**src/rtl/pipe_defs.sv**
```systemverilog
// Shared IF-stage definitions: widths, reset PC, PC step
// and the fetch sequencer state encodings.
package pipe_defs;

  localparam int PC_W     = 6;
  localparam int INSTR_W  = 16;
  localparam int RESET_PC = 0;
  localparam int PC_STEP  = 2;

  localparam logic [1:0] S_INIT  = 2'd0;
  localparam logic [1:0] S_RUN   = 2'd1;
  localparam logic [1:0] S_REDIR = 2'd2;

endpackage

```
**src/rtl/fetch_sequencer_sat_counter.sv**
```systemverilog
// Saturating up-counter used to count taken redirects.
// Holds at all-ones instead of wrapping.
module sat_counter #(
  parameter int W = 8
) (
  input  logic         clk_i,
  input  logic         rst_n_i,
  input  logic         inc_i,
  output logic [W-1:0] cnt_o
);

  logic [W-1:0] cnt_q;
  logic [W-1:0] cnt_d;

  // next count: step up unless already saturated
  always_comb begin
    cnt_d = cnt_q;
    if (inc_i && (cnt_q != {W{1'b1}})) begin
      cnt_d = cnt_q + W'(1);
    end
  end

  // count register with synchronous clear
  always_ff @(posedge clk_i) begin
    if (!rst_n_i) begin
      cnt_q <= '0;
    end else begin
      cnt_q <= cnt_d;
    end
  end

  assign cnt_o = cnt_q;

endmodule

```
**src/rtl/fetch_sequencer.sv**
```systemverilog
// IF-stage PC sequencer: owns the PC, drives the instruction
// memory address/flush and tags returned words with PC/valid.
module fetch_sequencer #(
  parameter int PC_W     = pipe_defs::PC_W,
  parameter int INSTR_W  = pipe_defs::INSTR_W,
  parameter int RESET_PC = pipe_defs::RESET_PC,
  parameter int PC_STEP  = pipe_defs::PC_STEP
) (
  input  logic               CLOCK,
  input  logic               in_rst_n,
  input  logic               in_stall,
  input  logic               in_br_taken,
  input  logic [PC_W-1:0]    in_br_target,
  input  logic [INSTR_W-1:0] in_instrn,
  output logic [PC_W-1:0]    out_pc,
  output logic               out_mem_flush,
  output logic [INSTR_W-1:0] out_if_instrn,
  output logic [PC_W-1:0]    out_if_pc,
  output logic               out_if_valid,
  output logic [7:0]         out_redirects
);

  import pipe_defs::*;

  logic [1:0]      state_q;
  logic [1:0]      state_d;
  logic [PC_W-1:0] pc_d;
  logic [PC_W-1:0] if_pc_d;
  logic            if_valid_d;
  logic            flush_d;
  logic            redir_inc;

  // next-state: branch beats stall beats sequential advance
  always_comb begin
    state_d    = state_q;
    pc_d       = out_pc;
    if_pc_d    = out_if_pc;
    if_valid_d = out_if_valid;
    redir_inc  = 1'b0;
    case (state_q)
      S_INIT: begin
        state_d    = S_RUN;
        pc_d       = PC_W'(RESET_PC);
        if_valid_d = 1'b0;
      end
      S_RUN, S_REDIR: begin
        if (in_br_taken) begin
          state_d    = S_REDIR;
          pc_d       = in_br_target;
          if_valid_d = 1'b0;
          redir_inc  = 1'b1;
        end else if (in_stall) begin
          if (state_q == S_REDIR) begin
            if_valid_d = 1'b0;
          end
        end else begin
          state_d    = S_RUN;
          if_pc_d    = out_pc;
          if_valid_d = 1'b1;
          pc_d       = out_pc + PC_W'(PC_STEP);
        end
      end
      default: begin
        state_d    = S_INIT;
        pc_d       = PC_W'(RESET_PC);
        if_valid_d = 1'b0;
      end
    endcase
    flush_d = (state_d != S_RUN);
  end

  // state and IF output registers, synchronous reset
  always_ff @(posedge CLOCK) begin
    if (!in_rst_n) begin
      state_q       <= S_INIT;
      out_pc        <= PC_W'(RESET_PC);
      out_if_pc     <= '0;
      out_if_valid  <= 1'b0;
      out_mem_flush <= 1'b1;
    end else begin
      state_q       <= state_d;
      out_pc        <= pc_d;
      out_if_pc     <= if_pc_d;
      out_if_valid  <= if_valid_d;
      out_mem_flush <= flush_d;
    end
  end

  sat_counter #(
    .W(8)
  ) u_redir_cnt (
    .clk_i  (CLOCK),
    .rst_n_i(in_rst_n),
    .inc_i  (redir_inc),
    .cnt_o  (out_redirects)
  );

  assign out_if_instrn = in_instrn;

endmodule

```
**config.mk**
```make
export PLATFORM = sky130hd
export DESIGN_NAME = fetch_sequencer
export DESIGN_NICKNAME = d
export VERILOG_FILES = /design/src/rtl/pipe_defs.sv /design/src/rtl/fetch_sequencer_sat_counter.sv /design/src/rtl/fetch_sequencer.sv
export SDC_FILE = /design/constraint.sdc
export NUM_CORES = 1
export LEC_CHECK = 0
export CORE_MARGIN = 3
export CORE_UTILIZATION = 30
export CTS_CLUSTER_DIAMETER = 150
export DETAILED_ROUTE_END_ITERATION = 10
export PLACE_DENSITY = 0.62
export SETUP_SLACK_MARGIN = 0.1
export SLEW_MARGIN = 15
export SYNTH_ARGS = -nofsm -noshare
export SYNTH_HDL_FRONTEND = slang
export SYNTH_SLANG_ARGS = --single-unit
```
**constraint.sdc**
```tcl
create_clock -name CLOCK -period 3 [get_ports CLOCK]
set_input_delay 0.75 -clock CLOCK [delete_from_list [all_inputs] [get_ports CLOCK]]
set_output_delay 0.75 -clock CLOCK [all_outputs]
set_load 0.02 [all_outputs]
```
==> reports/metrics.yaml <==
ys_seq_elements: 24
dr.pass1.iters: 4
crit_required_ns: 2.25
grt_pass1_vias: 953
yosysWarnings: 0
holdPathEnd: "out_if_valid"
synth_mux_area_share_pct: 8.32
cts-htree-levels: 1
yosysTopAreaCell: "dfxtp_1"
ios: 64
stdcell_area_um2: 1500
min_delay_path_depth: 2
placementRows: 22
critical_path.reg2reg.endpoint: "out_if_pc[5]"
synth_compound_area_share_pct: 9.15
cts_tree: "yes"
synth_fp_nets: 166
wirelength_mm: 2.71
regArea_um2: 480
root_buffer: "clkbuf_8"
switching_power_mw: 0.171
hpwl_mm: 2.07
setup-violations-final: 0
slew_violations: 0
critPathMaxFanout: 7
report.power.total_mw: 0.675
crit_path_end_kind: "output pin"
async_flop_share_pct: 0
period_minus_slack_ns: 2.15
power.leakage_nw: 0.542
core_area_um2: 3770
multiInputGateArea_um2: 571
antenna_cells: 0
r2r_slack_ns: 1.18
yosysSeqAreaShare_pct: 39.9
clk_latency_ns: 0.26
clock_sinks: 24
grt_pass1_wl_mm: 4.53
clockPowerShare_pct: 31.8
antenna_found_initial: 0
cp_num_buf_inv: 1
grt_overflow_total: 0
hold_class: "reg2reg"
rsz0062_at_grt: "false"
yosysMostFrequentCell: "dfxtp_1"
worst_pin_slew_ns: 0.624
path_clk_slew_ns: 0.08
synth_top_cell_area_share_pct: 39.9
setup_ws_ns: 0.853
final_net_count: 184
initial_utilization_pct: 31.9
cts.path.max_buffers: 2
synth_top_cells_by_count: "24 x dfxtp_1, 17 x nor2_1, 16 x buf_4"
die-area_um2: 4810
switching_share_pct: 25.3
area_delta_synth_final_pct: 24.8
cts_setup_buffers: 0
wl_per_cell_um: 13.5
utilization_pct: 39.8
synthAdderAreaFrac_pct: 5.20
die_x_um: 69.3
hold_path_startpoint: "out_if_valid"
drc_errors: 0
startpoint_type: "flip-flop"
numCtsBuffers: 3
antenna_left: 0
ctsResizeCount: 0
dpl_cell_area_um2: 1450
synth_top_family_by_area: "simple AND/OR/NAND/NOR gates"
fin_crit_sh_pct: 71.6
syn_area_um2: 1200
peakVddDrop_v: 0.000191
grt_max_degree: 14
cpPeakStageDelay_ns: 0.66
pwr-share-comb_pct: 17.1
power_density_nw_per_um2: 449
yosys.area_share.simple_pct: 21.1
syn_area_per_cell_um2: 8.92
viasPerCell: 4.78
synth.distinct_cells: 30
grtUsageTotal_pct: 11.4
maxSlewHeadroom_pct: 58.2
cp_top_family: "buffers and inverters"
power.share.sequential_pct: 51.2
netlist_instances: 135
arrival_ns: 1.40
drt_iter0_drc: 31
synthXorXnorAreaFrac_pct: 3.64
num_vias: 955
p_int_mw: 0.504
hold_viol: 0
synthTopCellsByArea: "dfxtp_1 40%, buf_4 10%, mux2i_1 8.3%"
place_ws_ns: 0.568
slowest_stage: "clkdlybuf4s50_1"
setup_tns_ns: 0
crit_chain: "clkdlybuf4s50_1"
io_buffers: 31
cp.depth: 1
gp_congestion: 0.763
drv_cap: 0
fin_worst_skew_ns: 0.000763
drive_above_1_share_pct: 6.58
critPathKind: "reg2out"
ys.flop_type: "dfxtp_1"
outcome: "complete, no violations"
synth_edf_count: 0
max_freq_mhz: 466
die_y_um: 69.3
cts-hold-fix-buffers: 0
nFillCells: 361
timing.rr.start: "state_q[1]"
ff2ff_path_depth: 6
==> per-stage QoR <==
| stage | cells | hold WS, ns |
|---|---|---|
| floorplan | 135 | 0.555 |
| finish | 200 | 0.489 |
| detailed placement | 196 | 0.481 |
| CTS | 200 | 0.493 |
| global route | 200 | 0.536 |
| global placement | 196 | 0.472 |
==> layer usage <==
metal	share of wire, %	vias up	wire length, um	global-route usage [%]
li1	-	478	-	-
met1	43	443	1150	13.4
met2	50	21	1350	19.4
met3	5.0	13	135	2.46
met4	2.5	0	68	5.64
met5	0	-	0	0
==> placed cells by master, fill, tap and decap left out <==
cell type and instances:
a211oi_1 1, o21bai_4 1, nand2_1 10, xor2_1 1
clkdlybuf4s50_1 31, mux2i_1 10, nand3_1 2, or4_1 1
xnor2_1 4, a31oi_1 3, o21ai_0 4, dfxtp_1 24
nor3_1 6, nand4b_1 2, and3_2 1, nor4bb_1 1
ha_1 5, nand4_1 2, and3_1 2, buf_4 1
inv_1 5, o21a_1 1, nor3_2 1, nor2_1 17
nand2_2 1, clkbuf_8 4, a21oi_1 6, o31ai_1 1
nand3_2 1, nand2b_1 3
==> registers in the layout, indices dropped and copies added (netlist names) <==
name	cells
out_pc	6
out_if_pc	6
u_redir_cnt.cnt_o	8
state_q	2
out_if_valid	1
out_mem_flush	1
==> worst max-delay path by stage <==
stage	startpoint	to	slack [ns]
floorplan	in_stall	out_if_pc[1]	1.24
global placement	in_stall	out_if_pc[0]	0.67
detailed placement	in_stall	out_if_pc[2]	0.57
CTS	u_redir_cnt.cnt_o[3]	out_redirects[3]	0.84
global route	in_stall	out_if_pc[4]	0.75
finish	u_redir_cnt.cnt_o[3]	out_redirects[3]	0.85
==> cells by family after synthesis <==
| group | after synthesis |
|---|---|
| adders and majority gates | 5 |
| buffers and inverters | 24 |
| xor gates and xnor gates | 5 |
| AOI/OAI and AO/OA | 17 |
| muxes | 10 |
| DFF | 24 |
| and+or+nand+nor | 50 |
==> layout make-up <==
class	count	share of cell area [%]
timing repair buffer	32	21.1
multi-input combinational	87	38.0
tap	48	4.00
inverter	5	1.25
clock buffer	4	3.66
sequential	24	32.0
==> power by group through the flow <==
stage | Combinational [mW] | Sequential (mW) | Clock, mW
after detailed placement | 0.116 | 0.354 | 0
after CTS | 0.116 | 0.346 | 0.222
after global routing | 0.126 | 0.348 | 0.232
final | 0.115 | 0.346 | 0.215
after global placement | 0.114 | 0.353 | 0
after floorplan | 0.0868 | 0.364 | 0
No activity file was read; power rests on OpenSTA's default activity.
